[src/rtl/interleaver_buffer.sv]
`default_nettype none
// ============================================================================
// Module      : interleaver_buffer
// Description : Ping-pong bit buffer between the interleaver and the QPSK
//               mapper. Bits are scattered into the write bank at their
//               permuted index. A complete bank is drained in natural order
//               as NCPC-bit symbols while the other bank fills.
//               Optional index checking is enabled by defining
//               INTERLEAVER_BUFFER_CHECK_EN.
// Revision    : 1.0 - initial release
// ============================================================================
module interleaver_buffer #(
  parameter int NCBPS = 192,
  parameter int NCPC  = 2,
  parameter int IW    = $clog2(NCBPS) + 1
) (
  input  logic            clk,
  input  logic            reset,
  input  logic            valid_in,
  input  logic            data_in,
  input  logic [IW-1:0]   data_in_index,
  output logic            ready_out,
  output logic            valid_out,
  output logic [NCPC-1:0] data_out,
  input  logic            ready_in,
  output logic            block_start,
  output logic            index_err
);

  localparam int NSYM = NCBPS / NCPC;
  localparam int AW   = $clog2(NCBPS);
  localparam int SW   = (NSYM > 1) ? $clog2(NSYM) : 1;

  localparam logic [AW-1:0] c_LAST_BIT = AW'(NCBPS - 1);
  localparam logic [SW-1:0] c_LAST_SYM = SW'(NSYM - 1);
  localparam logic [IW-1:0] c_DEPTH    = IW'(NCBPS);

  // Storage and control state
  logic [NCBPS-1:0] r_bank [2];
  logic             r_wr_bank;
  logic             r_rd_bank;
  logic [1:0]       r_full;
  logic [AW-1:0]    r_wr_cnt;
  logic [SW-1:0]    r_rd_sym;

  logic             w_ready;
  logic             w_valid;
  logic             w_wr_acc;
  logic             w_wr_last;
  logic             w_in_range;
  logic [AW-1:0]    w_wr_addr;
  logic             w_rd_xfer;
  logic             w_rd_last;
  logic [1:0]       w_full_nxt;
  logic [AW-1:0]    w_rd_base;
  logic [NCPC-1:0]  w_rd_slice;
  logic [NCPC-1:0]  w_sym;

  // Handshake decode and bank-full bookkeeping; set and clear target different banks
  always_comb begin
    w_ready    = !r_full[r_wr_bank];
    w_valid    = r_full[r_rd_bank];
    w_wr_acc   = valid_in && w_ready;
    w_in_range = (data_in_index < c_DEPTH);
    w_wr_addr  = data_in_index[AW-1:0];
    w_wr_last  = w_wr_acc && (r_wr_cnt == c_LAST_BIT);
    w_rd_xfer  = w_valid && ready_in;
    w_rd_last  = w_rd_xfer && (r_rd_sym == c_LAST_SYM);
    w_full_nxt = r_full;
    if (w_wr_last) w_full_nxt[r_wr_bank] = 1'b1;
    if (w_rd_last) w_full_nxt[r_rd_bank] = 1'b0;
  end

  // Symbol extraction: lowest bank address lands in the symbol MSB
  always_comb begin
    w_rd_base  = AW'(r_rd_sym) * AW'(NCPC);
    w_rd_slice = r_bank[r_rd_bank][w_rd_base +: NCPC];
    w_sym      = '0;
    for (int i = 0; i < NCPC; i++) begin
      w_sym[NCPC-1-i] = w_rd_slice[i];
    end
  end

  // Output drive; data is forced to zero whenever no symbol is offered
  always_comb begin
    ready_out   = w_ready;
    valid_out   = w_valid;
    data_out    = w_valid ? w_sym : '0;
    block_start = w_valid && (r_rd_sym == '0);
  end

  // Bank scatter write; out-of-range indices are dropped, contents never reset
  always_ff @(posedge clk) begin
    if (w_wr_acc && w_in_range) begin
      r_bank[r_wr_bank][w_wr_addr] <= data_in;
    end
  end

  // Pointer and counter state; block boundaries follow the accept count
  always_ff @(posedge clk or posedge reset) begin
    if (reset) begin
      r_wr_bank <= 1'b0;
      r_rd_bank <= 1'b0;
      r_full    <= '0;
      r_wr_cnt  <= '0;
      r_rd_sym  <= '0;
    end else begin
      r_full <= w_full_nxt;
      if (w_wr_acc) begin
        if (w_wr_last) begin
          r_wr_cnt  <= '0;
          r_wr_bank <= ~r_wr_bank;
        end else begin
          r_wr_cnt  <= r_wr_cnt + AW'(1);
        end
      end
      if (w_rd_xfer) begin
        if (w_rd_last) begin
          r_rd_sym  <= '0;
          r_rd_bank <= ~r_rd_bank;
        end else begin
          r_rd_sym  <= r_rd_sym + SW'(1);
        end
      end
    end
  end

`ifdef INTERLEAVER_BUFFER_CHECK_EN
  logic [NCBPS-1:0] r_mask [2];
  logic [NCBPS-1:0] w_mask_base;
  logic [NCBPS-1:0] w_mask_nxt;
  logic             w_dup;
  logic             r_index_err;

  // Written-mask of the current block; the first write of a block starts it afresh
  always_comb begin
    w_mask_base = (r_wr_cnt == '0) ? '0 : r_mask[r_wr_bank];
    w_mask_nxt  = w_mask_base;
    if (w_in_range) w_mask_nxt[w_wr_addr] = 1'b1;
    w_dup       = w_in_range && w_mask_base[w_wr_addr];
  end

  // Mask storage follows every accepted write
  always_ff @(posedge clk) begin
    if (w_wr_acc) begin
      r_mask[r_wr_bank] <= w_mask_nxt;
    end
  end

  // Sticky error on out-of-range or repeated index within a block
  always_ff @(posedge clk or posedge reset) begin
    if (reset) begin
      r_index_err <= 1'b0;
    end else if (w_wr_acc && (!w_in_range || w_dup)) begin
      r_index_err <= 1'b1;
    end
  end

  assign index_err = r_index_err;
`else
  assign index_err = 1'b0;
`endif

endmodule
`default_nettype wire
[config.mk]
export PLATFORM = sky130hd
export DESIGN_NAME = interleaver_buffer
export DESIGN_NICKNAME = d
export VERILOG_FILES = /design/src/rtl/interleaver_buffer.sv
export SDC_FILE = /design/constraint.sdc
export NUM_CORES = 1
export LEC_CHECK = 0
export CAP_MARGIN = 20
export CORE_MARGIN = 4
export CORE_UTILIZATION = 25
export DETAILED_ROUTE_END_ITERATION = 10
export PLACE_DENSITY_LB_ADDON = 0.08
export SLEW_MARGIN = 5
export SYNTH_ARGS = -nofsm -noshare
export SYNTH_HDL_FRONTEND = slang
export SYNTH_SLANG_ARGS = --single-unit
[constraint.sdc]
create_clock -name clk -period 8.4 [get_ports clk]
set_clock_uncertainty 0.2 [all_clocks]
set_input_delay 2.1 -clock clk [delete_from_list [all_inputs] [get_ports clk]]
set_output_delay 2.1 -clock clk [all_outputs]
set_load 0.1 [all_outputs]
# Yosys cells after proc, flatten, opt, wreduce, memory -nomap -nowiden
# Memory sizes are Yosys's and may differ from the RTL's.
# Cells that the tools add are included.
# word_totals
ramBits,384
mem_count,1
elab_cells,53
output_inout_bits,6
reg_bits,19
in_bits,14
# memory_table
memory,words,width,rd,rd_clocked_by_memory_dff,wr,line,text
r_bank,2,192,1,0,1,39,logic [NCBPS-1:0] r_bank [2];
# op_classes
n_addsub,2
n_eq_ne,2
shifts,1
order_cmp,7
bitwise_logic,5
muxes,17
n_reduce_logical,13
# op_table
operator,n
192-bit two-way mux,1
192-bit by 9-bit indexed part select with 2-bit output,1
1-bit logical AND,9
"8-bit by 9-bit < comparator with 1-bit output, second input constant",1
"9-bit by 8-bit < comparator with 1-bit output, second input constant",1
"8-bit by 1-bit adder with 8-bit output, second input constant",1
1-bit demux with 8-bit select,1
"8-bit equality test, second input constant",1
"8-bit by 1-bit >= comparator with 1-bit output, second input constant",1
1-bit two-way mux,8
8-bit two-way mux,1
"7-bit by 1-bit adder with 7-bit output, second input constant",1
"7-bit equality test, second input constant",1
7-bit zero test,1
7-bit two-way mux,1
2-bit two-way mux,3
"1-bit by 2-bit < comparator with 1-bit output, second input constant",2
2-bit AND reduction,2
2-bit bitwise AND,1
1-bit demux with 1-bit select,2
"1-bit >= comparator, second input constant",2
1-bit NOT,2
2-bit NOT,1
2-bit bitwise OR,1
1-bit zero test,1

# Depth between registers and ports, before layout
# Gate-level depths: netlist (run 1).
# depth
ltp_word,8
depth_mapped,11
depth_no_buf,6

# Least setup slack after synthesis (run 1)
# Ideal clock, no wire load.
# synth_timing
path_kind,register to output
start,reg r_rd_sym[1]
end,out block_start
n_path_buf,2
path_slack_ns,2.122
arrival_ns,3.978
t_required_ns,6.100
path_stages_with_launch,6
path_cell_list,dfrtp_1 > buf_2 > inv_1 > clkbuf_1 > ha_1 > nor4bb_1
# synth_via
elab_chain_len,2
# synth_lines
element,line,text
start: declaration,44,logic [SW-1:0] r_rd_sym;
start signal: assignment,122,r_rd_sym <= r_rd_sym + SW'(1);
7-bit zero test,89,block_start = w_valid && (r_rd_sym == '0);
1-bit logical AND,89,
end: declaration,26,"output logic block_start,"
# Every way passes these cells.

# Final worst setup path (run 1)
# layout_timing
start,reg r_rd_bank
end,out data_out[1]
# layout_via
elab_chain_len,3
elab_cells_between_ends,5
cone_classes,shift: 1; mux: 3; memory: 1
# layout_lines
element,line,text
start: declaration,41,logic r_rd_bank;
start signal: assignment,120,r_rd_bank <= ~r_rd_bank;
memory read 2 x 192 bit or 1-bit two-way mux (tied branches),--,
192-bit by 9-bit indexed part select with 2-bit output or 1-bit two-way mux (tied branches),"77, 62",
2-bit two-way mux (*),88,data_out = w_valid ? w_sym : '0;
end: declaration,24,"output logic [NCPC-1:0] data_out,"
# Every way passes the cells marked *; elsewhere a longest branch is shown, timed or not. The select of a mux whose other input is x is not followed.

==> results.py, run 1 <==
metrics = {
    "setup_path": {
        "worst-path-max-fanout": 27,
        "cp_slowest_stage_delay_ns": 1.01,
        "critPathTopFamily": "buffers and inverters",
        "critPathBufInv": 2,
        "required_ns": 6.10,
        "crit_type": "flop to output pin",
        "cp-end-kind": "output pin",
        "critPathSlowestCell": "clkdlybuf4s50_1",
        "critPathArrivalTime_ns": 4.64,
        "cp-start-kind": "flop",
        "crit_chain": "buf_4 > mux4_2 > a22o_1 > a211oi_1 > o22ai_1 > o211a_1 > clkdlybuf4s50_1",
    },
    "finish": {
        "area_growth_pct": 14.8,
        "post-route-util": 0.290,
        "nets": 1276,
        "fin_area_mm2": 0.0204,
        "fillCellCount": 7221,
        "drive_gt1_frac": 0.141,
        "fin_cells": 2235,
    },
    "power_and_ir_drop": {
        "finalPower_mw": 4.40,
        "leakage_nw": 6.33,
        "power_density_mw_per_mm2": 216,
        "ir_worst_vdd_mv": 0.120,
    },
    "timing": {
        "setup_tns_ns": 0,
        "max_slew.worst_pin.slew_ns": 0.999,
        "finalCritPeriodShare": 0.826,
        "drv_slew": 0,
        "whs_ns": 0.293,
        "setup_violations": 0,
        "finalCriticalPeriod_ns": 6.94,
        "slew_headroom": 0.333,
        "max_clock_freq_mhz": 144,
        "hold_viol": 0,
        "rsz0062_at_grt": "false",
        "layout_setup_ws_ns": 1.46,
    },
    "yosys": {
        "syn_nets": 1277,
        "synth_area_leader_cell": "edfxtp_1",
        "ys_async_sr_fraction": 0.0471,
        "synth-seq-cells": 403,
        "syn_avg_cell_area_um2": 14.1,
        "synth_ff_type": "edfxtp_1",
        "synth_area_mm2": 0.0177,
        "synth.most_common_cell": "nor2_1",
        "netlist-cell-type-count": 63,
        "syn_inst": 1260,
        "synth_edf_count": 384,
        "synth_warnings": 0,
        "synth_top_area_frac": 0.650,
        "synth-seq-area-share": 0.677,
        "netlist_top_cells_count": "398 x nor2_1, 384 x edfxtp_1, 76 x mux4_2",
        "synthTopCellsByArea": "edfxtp_1 65%, mux4_2 9.6%, nor2_1 8.4%",
    },
    "cts": {
        "cts_buffers": 50,
        "cts_setup_buffers": 0,
        "cts-resized-gates": 0,
        "clk_path_buf_depth": 3,
        "clkSinkCount": 403,
        "clk_pin_slew_ns": 0.06,
        "postCtsHoldBufs": 0,
        "cts_root_buf": "clkbuf_16",
        "cts_tree": "yes",
        "h-tree-depth": 2,
        "clock_latency_ns": 0.58,
    },
    "drt": {
        "route.detailed.drc": 0,
        "viasPerCell": 4.64,
        "wirelength_um": 54200,
        "num_vias": 10363,
        "post_drt_wl_per_cell_um": 24.3,
        "drt_iter0_drc": 895,
        "dr.pass1.iters": 5,
        "ant_nets": 0,
    },
    "die": {
        "die_area_mm2": 0.0753,
        "die_x_um": 274,
        "initial_utilization": 0.253,
        "rows": 97,
        "fp.dieH_um": 274,
        "ioPinCount": 20,
        "core_mm2": 0.0701,
    },
    "global_route": {
        "grt_pass1_wl_um": 78500,
        "gr-total-overflow": 0,
        "grt_pass1_vias": 10597,
        "grt_start_max_net_pins": 183,
        "grt_usage": 0.144,
        "antenna_found_initial": 1,
    },
    "place": {
        "dp_cells": 2147,
        "gp_congestion": 0.778,
        "dpl-instance-area_mm2": 0.0189,
        "post-dp-hpwl_um": 32400,
        "pre_cts_slack_ns": 2.01,
        "io_buffers": 18,
    },
    "status": {
        "status": "completed",
    },
    "worst_hold_path": {
        "min_path_type": "flop to flop",
    },
    "job": {
        "maxCapViolCount": 0,
    },
}
==> metal layers <==
metal  wire length [um]  part of all wire  global-route usage  vias up
met5                  0                 0                   0        -
met4               1260             0.023              0.0402        0
met3               1750             0.032              0.0192       73
met2              25700              0.47               0.235      188
met1              25500              0.47               0.202     5467
li1                   -                 -                   -     4635
==> worst paths after layout <==
kind	start	to	slack [ns]	cells after the start
setup / recovery	r_rd_bank	data_out[1]	1.46	7
hold / removal	r_wr_cnt[4]	r_wr_cnt[4]	0.29	1
setup reg to reg	r_wr_bank	r_bank[0][102]	5.26	6
hold reg to reg	r_wr_cnt[4]	r_wr_cnt[4]	0.29	1
max in group asynchronous	reset	r_rd_sym[0]	5.49	2
min in group asynchronous	reset	r_rd_sym[5]	1.83	2
==> cell usage in the layout, fill, tap and decap left out, types with 5 or more instances in the layout <==
master           netlist  final
a21oi_1               14     14
a221oi_1              11     11
a22oi_1               15     15
and2_1                 5      5
buf_4                  5     22
clkbuf_1              65     17
clkbuf_16              0     53
clkdlybuf4s50_1        0     17
clkinv_1               1     13
dfrtp_1               19     17
edfxtp_1             384    384
inv_1                  7      7
mux2i_1               47     47
mux4_2                76     76
nand2_1               70     63
nand2_2                0      7
nand3_1               13     13
nor2_1               398    398
nor2b_1                8      8
nor3_1                 6      6
o21ai_0                8      8
o221ai_1               7      7
or3_1                  5      5
xnor2_1                6      6
==> worst register-to-register path, cell delays in order, from the launching register on <==
cell and delay [ns]:
dfrtp_1 0.48, mux2i_1 0.31, and2_1 0.32, nand2_1 0.17, nor3b_2 0.39, nand2_2 0.62
nor2_1 0.33
==> power by group <==
group	switching (mW)	internal, mW	total [mW]
sequential	0.0173	2.21	2.23
clock	0.824	1.20	2.03
combinational	0.101	0.0432	0.144
total	0.942	3.46	4.40
==> area by class of cell <==
class,instances,area [um2],share of cell area
sequential,403,12000,0.590
multi-input combinational,751,5220,0.256
clock buffer,70,1390,0.0683
tap,940,1180,0.0578
timing repair buffer,43,410,0.0202
clock inverter,17,120,0.00590
inverter,10,37.5,0.00184
antenna,1,2.50,0.000123
==> cells by family after synthesis <==
kind of cell | Yosys count | synth area share
compound gates | 82 | 0.0341
xor+xnor | 8 | 0.00395
fa+ha+maj | 3 | 0.00212
buf+inv | 106 | 0.0305
flops | 403 | 0.677
mux | 130 | 0.131
other cells | 1 | 0.000211
simple gates | 527 | 0.122
==> registers in the layout, indices dropped and copies added, names as in the netlist <==
name,count
r_bank,384
r_full,2
r_rd_bank,1
r_rd_sym,7
r_wr_bank,1
r_wr_cnt,8
Note: power is estimated with default switching activity, not from simulation.
==> run 2, diff against run 1 <==
==> constraint.sdc (replaced) <==
create_clock -name clk -period 7 [get_ports clk]
set_clock_uncertainty 0.2 [all_clocks]
set_input_delay 1.75 -clock clk [delete_from_list [all_inputs] [get_ports clk]]
set_output_delay 1.75 -clock clk [all_outputs]
set_load 0.1 [all_outputs]
==> run 2 against run 1 <==
Net effect:
- register-to-register slack worse by 1.6 ns
- via count is 0.33% higher
- die area stayed put
- total power is 20% higher
- final cell count stayed put
- setup slack worse by 0.27 ns
- worst hold slack better by 0.0078 ns
- cell area is 0.16% lower
- first-iteration DRC count is 7.3% lower
- clock power is 19% higher
- critical path depth is 1 higher
- non-clock buffer count stayed put
- critical endpoint is now data_out[0]
==> results.py, run 2 (same netlist as run 1, synthesis figures left out) <==
metrics = {
    "timing": {
        "setup_tns_ns": 0,
        "finalCritPeriodShare": 0.831,
        "hold_viol": 0,
        "drv_slew": 0,
        "setup_violations": 0,
        "rsz0062_at_grt": "false",
        "max_clock_freq_mhz": 172,
        "finalCriticalPeriod_ns": 5.82,
        "whs_ns": 0.300,
        "slew_headroom": 0.348,
        "max_slew.worst_pin.slew_ns": 0.974,
    },
    "cts": {
        "cts_tree": "yes",
        "cts_root_buf": "clkbuf_16",
        "cts-resized-gates": 0,
        "clk_pin_slew_ns": 0.06,
        "postCtsHoldBufs": 0,
        "clkSinkCount": 403,
        "clk_path_buf_depth": 3,
        "h-tree-depth": 2,
        "cts_setup_buffers": 0,
        "cts_buffers": 48,
        "clock_latency_ns": 0.58,
    },
    "setup_path": {
        "crit_chain": "buf_4 > mux4_1 > mux2_2 > a221o_1 > a31oi_1 > a311o_2 > o2111ai_1 > buf_4",
        "crit_type": "flop to output pin",
        "critPathArrivalTime_ns": 3.87,
        "required_ns": 5.05,
        "worst-path-max-fanout": 31,
        "critPathSlowestCell": "dfrtp_4",
        "cp_slowest_stage_delay_ns": 0.67,
        "cp-end-kind": "output pin",
        "cp-start-kind": "flop",
        "crit_top_cell": "buf_4",
    },
    "job": {
        "maxCapViolCount": 0,
    },
    "drt": {
        "route.detailed.drc": 0,
        "dr.pass1.iters": 5,
        "drt_iter0_drc": 830,
        "ant_nets": 0,
        "num_vias": 10397,
        "post_drt_wl_per_cell_um": 24.5,
        "viasPerCell": 4.65,
        "wirelength_um": 54700,
    },
    "finish": {
        "fillCellCount": 7245,
        "largest_registers": "r_bank x384, r_wr_cnt x8, r_rd_sym x7",
        "drive_gt1_frac": 0.148,
        "final_cell_mix": "398 x nor2_1, 384 x edfxtp_1, 76 x mux4_2",
        "post-route-util": 0.290,
        "regMostFlops": "r_bank",
        "nets": 1274,
        "largest_reg_flops": 384,
        "mostFrequentLayoutCell": "nor2_1",
        "area_growth_pct": 14.6,
        "diodes": 0,
    },
    "die": {
        "ioPinCount": 20,
        "die_area_mm2": 0.0753,
        "die_x_um": 274,
        "core_mm2": 0.0701,
        "initial_utilization": 0.253,
        "fp.dieH_um": 274,
        "rows": 97,
    },
    "status": {
        "status": "completed",
    },
    "worst_hold_path": {
        "min_path_type": "flop to flop",
    },
    "power_and_ir_drop": {
        "leakage_nw": 6.33,
        "power_density_mw_per_mm2": 259,
        "ir_worst_vdd_mv": 0.138,
    },
    "global_route": {
        "grt_pass1_vias": 10628,
        "grt_pass1_wl_um": 78900,
        "antenna_found_initial": 0,
        "grt_start_max_net_pins": 160,
        "grt_usage": 0.146,
        "gr-total-overflow": 0,
    },
    "place": {
        "post-dp-hpwl_um": 32200,
        "io_buffers": 18,
        "gp_congestion": 0.800,
    },
}
run 2: power breakdown:
part | total [mW] | switching [mW] | internal, mW | leakage, nW
clock | 2.41 | 1.00 | 1.41 | 0.733
sequential | 2.67 | 0.0189 | 2.66 | 3.67
combinational | 0.176 | 0.124 | 0.0519 | 1.93
run 2: final cells by class:
type,count,area [um2],area share
clock inverters,20,145,0.00714
flip-flops and latches,403,12000,0.591
multi-input cells,751,5220,0.257
clock buffers,68,1350,0.0663
repair buffers,43,393,0.0193
well taps,940,1180,0.0578
inverters,10,37.5,0.00185
run 2: path summary, 6_finish.rpt:
kind / endpoint / slack, ns / startpoint / cells past startpoint
max reg2reg: r_bank[1][82] / 3.65 / r_wr_bank / 6
min in group asynchronous: r_wr_cnt[1] / 1.50 / reset / 2
min: r_wr_cnt[4] / 0.30 / r_wr_cnt[4] / 1
max in group asynchronous: r_rd_bank / 4.40 / reset / 2
max: data_out[0] / 1.18 / r_rd_sym[0] / 8
min reg2reg: r_wr_cnt[4] / 0.30 / r_wr_cnt[4] / 1
run 2: per-layer routing:
metal | up-vias | global-route usage | share of wire
li1 | 4638 | - | -
met1 | 5496 | 0.207 | 0.48
met2 | 197 | 0.230 | 0.46
met3 | 66 | 0.0267 | 0.045
met4 | 0 | 0.0366 | 0.018
met5 | - | 0 | 0
run 2: worst max-delay path: cells and delay by family (launching register included):
family / cells / cell delay, ns
flops: 1 / 0.67
mux: 2 / 0.68
buf+inv: 2 / 0.92
compound gates: 4 / 1.00
run 2: metrics by stage:
step / instances / power [mW] / area [um2] / worst slack (ns)
floorplan: 1260 / 2.81 / 17700 / 1.07
global placement: 2147 / 2.90 / 18800 / 1.83
detailed placement: 2147 / 2.90 / 18800 / 1.78
CTS: 2235 / 5.35 / 20300 / 1.13
global route: 2235 / 5.47 / 20300 / 1.05
finish: 2235 / 5.26 / 20300 / 1.18
==> run 3, diff against run 2 <==
==> constraint.sdc (replaced) <==
create_clock -name clk -period 5.7 [get_ports clk]
set_clock_uncertainty 0.2 [all_clocks]
set_input_delay 1.425 -clock clk [delete_from_list [all_inputs] [get_ports clk]]
set_output_delay 1.425 -clock clk [all_outputs]
set_load 0.1 [all_outputs]
==> run 3 against run 2 <==
Net effect:
- clock power up 23%
- largest cell class unchanged
- final cell count is 0.81% higher
- setup slack got worse by 0.89 ns
- sequential share of layout area fell by 0.44 points
- critical path depth did not move
- total power rose by 23%
- non-clock buffer count up 18
- combinational power increased by 22%
==> results.py, run 3 (same netlist as run 1, synthesis figures left out) <==
metrics = {
    "power_and_ir_drop": {
        "leakage_nw": 6.40,
        "ir_worst_vdd_mv": 0.195,
        "intPower_mw": 5.05,
        "swShare": 0.218,
        "p_seq_frac": 0.509,
        "pwr-share-comb": 0.033,
        "power_density_mw_per_mm2": 315,
        "p_clk_frac": 0.458,
        "switching_power_mw": 1.41,
    },
    "finish": {
        "largest_registers": "r_bank x384, r_wr_cnt x8, r_rd_sym x7",
        "area_growth_pct": 15.4,
        "fin_cells": 2253,
        "largest_reg_flops": 384,
        "drive_gt1_frac": 0.151,
        "final_cell_mix": "398 x nor2_1, 384 x edfxtp_1, 76 x mux4_2",
        "regMostFlops": "r_bank",
        "final-seq-area_mm2": 0.0120,
        "mostFrequentLayoutCell": "nor2_1",
        "multiInputGateArea_mm2": 0.00520,
        "nets": 1293,
        "fillCellCount": 7196,
    },
    "place": {
        "post-dp-hpwl_um": 32200,
        "dp_cells": 2165,
        "io_buffers": 18,
        "gp_congestion": 0.744,
    },
    "status": {
        "status": "completed",
    },
    "timing": {
        "setup_tns_ns": 0,
        "slew_headroom": 0.349,
        "finalCritPeriodShare": 0.948,
        "max_clock_freq_mhz": 185,
        "max_slew.worst_pin.slew_ns": 0.973,
        "setup_violations": 0,
        "finalCriticalPeriod_ns": 5.41,
        "rsz0062_at_grt": "false",
        "hold_viol": 0,
        "drv_slew": 0,
    },
    "cts": {
        "cts_tree": "yes",
        "clkSinkCount": 403,
        "cts_root_buf": "clkbuf_16",
        "cts_setup_buffers": 0,
        "h-tree-depth": 2,
        "cts-resized-gates": 0,
        "postCtsHoldBufs": 0,
        "cts_buffers": 49,
        "clock_latency_ns": 0.59,
        "clk_pin_slew_ns": 0.06,
        "clk_path_buf_depth": 3,
    },
    "worst_hold_path": {
        "min_path_type": "flop to flop",
    },
    "setup_path": {
        "required_ns": 4.07,
        "worst-path-max-fanout": 28,
        "critPathArrivalTime_ns": 3.78,
        "crit_type": "flop to output pin",
        "cp-start-kind": "flop",
        "cp-end-kind": "output pin",
    },
    "die": {
        "rows": 97,
        "die_area_mm2": 0.0753,
        "die_x_um": 274,
        "core_mm2": 0.0701,
        "initial_utilization": 0.253,
        "fp.dieH_um": 274,
        "ioPinCount": 20,
    },
    "global_route": {
        "grt_pass1_wl_um": 79200,
        "grt_usage": 0.145,
        "gr-total-overflow": 0,
        "grt_start_max_net_pins": 143,
        "antenna_found_initial": 2,
        "grt_pass1_vias": 10750,
    },
    "job": {
        "maxCapViolCount": 0,
    },
    "drt": {
        "drt_iter0_drc": 795,
        "post_drt_wl_per_cell_um": 24.1,
        "ant_nets": 0,
        "viasPerCell": 4.66,
        "wirelength_um": 54300,
        "route.detailed.drc": 0,
        "num_vias": 10498,
        "dr.pass1.iters": 5,
    },
}
run 3: area by class of cell:
type | instances | area share
Multi-Input combinational cell | 751 | 0.254
Inverter | 10 | 0.00183
Tap cell | 940 | 0.0574
Clock buffer | 71 | 0.0660
Sequential cell | 403 | 0.586
Antenna cell | 1 | 0.000122
Timing Repair Buffer | 61 | 0.0281
Clock inverter | 16 | 0.00629
run 3: layer usage:
layer | vias up | GRT usage | share of wire
met1 | 5547 | 0.205 | 0.47
met3 | 72 | 0.0222 | 0.040
li1 | 4669 | - | -
met4 | 0 | 0.0354 | 0.019
met5 | - | 0 | 0
met2 | 210 | 0.234 | 0.47
run 3: critical path, cell delays in order (launching register included):
cell	delay, ns
dfrtp_4	0.81
buf_4	0.41
mux4_1	0.34
mux2_2	0.28
a221o_1	0.32
a31oi_1	0.20
a311o_2	0.15
o2111ai_1	0.35
buf_12	0.31
run 3: power by group through the flow:
| stage | Clock (mW) | Sequential [mW] | Combinational (mW) |
|---|---|---|---|
| after global routing | 3.19 | 3.29 | 0.236 |
| after CTS | 3.07 | 3.29 | 0.222 |
| after detailed placement | 0 | 3.35 | 0.221 |
| after floorplan | 0 | 3.34 | 0.110 |
| final | 2.96 | 3.29 | 0.214 |
| after global placement | 0 | 3.35 | 0.220 |
run 3: through the flow:
step                      setup WS [ns]   util  hold WS, ns  total power [mW]  area (um2)
after floorplan                  0.0973      -        0.268              3.45       17700
after global placement            0.900  0.271        0.293              3.57       19000
after detailed placement          0.868  0.271        0.297              3.57       19000
after CTS                         0.198  0.292        0.307              6.57       20500
after global routing             0.0650  0.292        0.319              6.71       20500
final                             0.294  0.292        0.299              6.46       20500
run 3: final timing paths:
check / start / to / slack, ns / depth (start not counted)
max in group asynchronous: reset / r_rd_bank / 3.42 / 2
min in group asynchronous: reset / r_wr_cnt[2] / 1.17 / 2
worst min register to register: r_wr_cnt[4] / r_wr_cnt[4] / 0.30 / 1
worst max-delay path: r_rd_sym[0] / data_out[0] / 0.29 / 8
worst min-delay path: r_wr_cnt[4] / r_wr_cnt[4] / 0.30 / 1
worst max register to register: r_wr_bank / r_bank[1][49] / 2.37 / 7
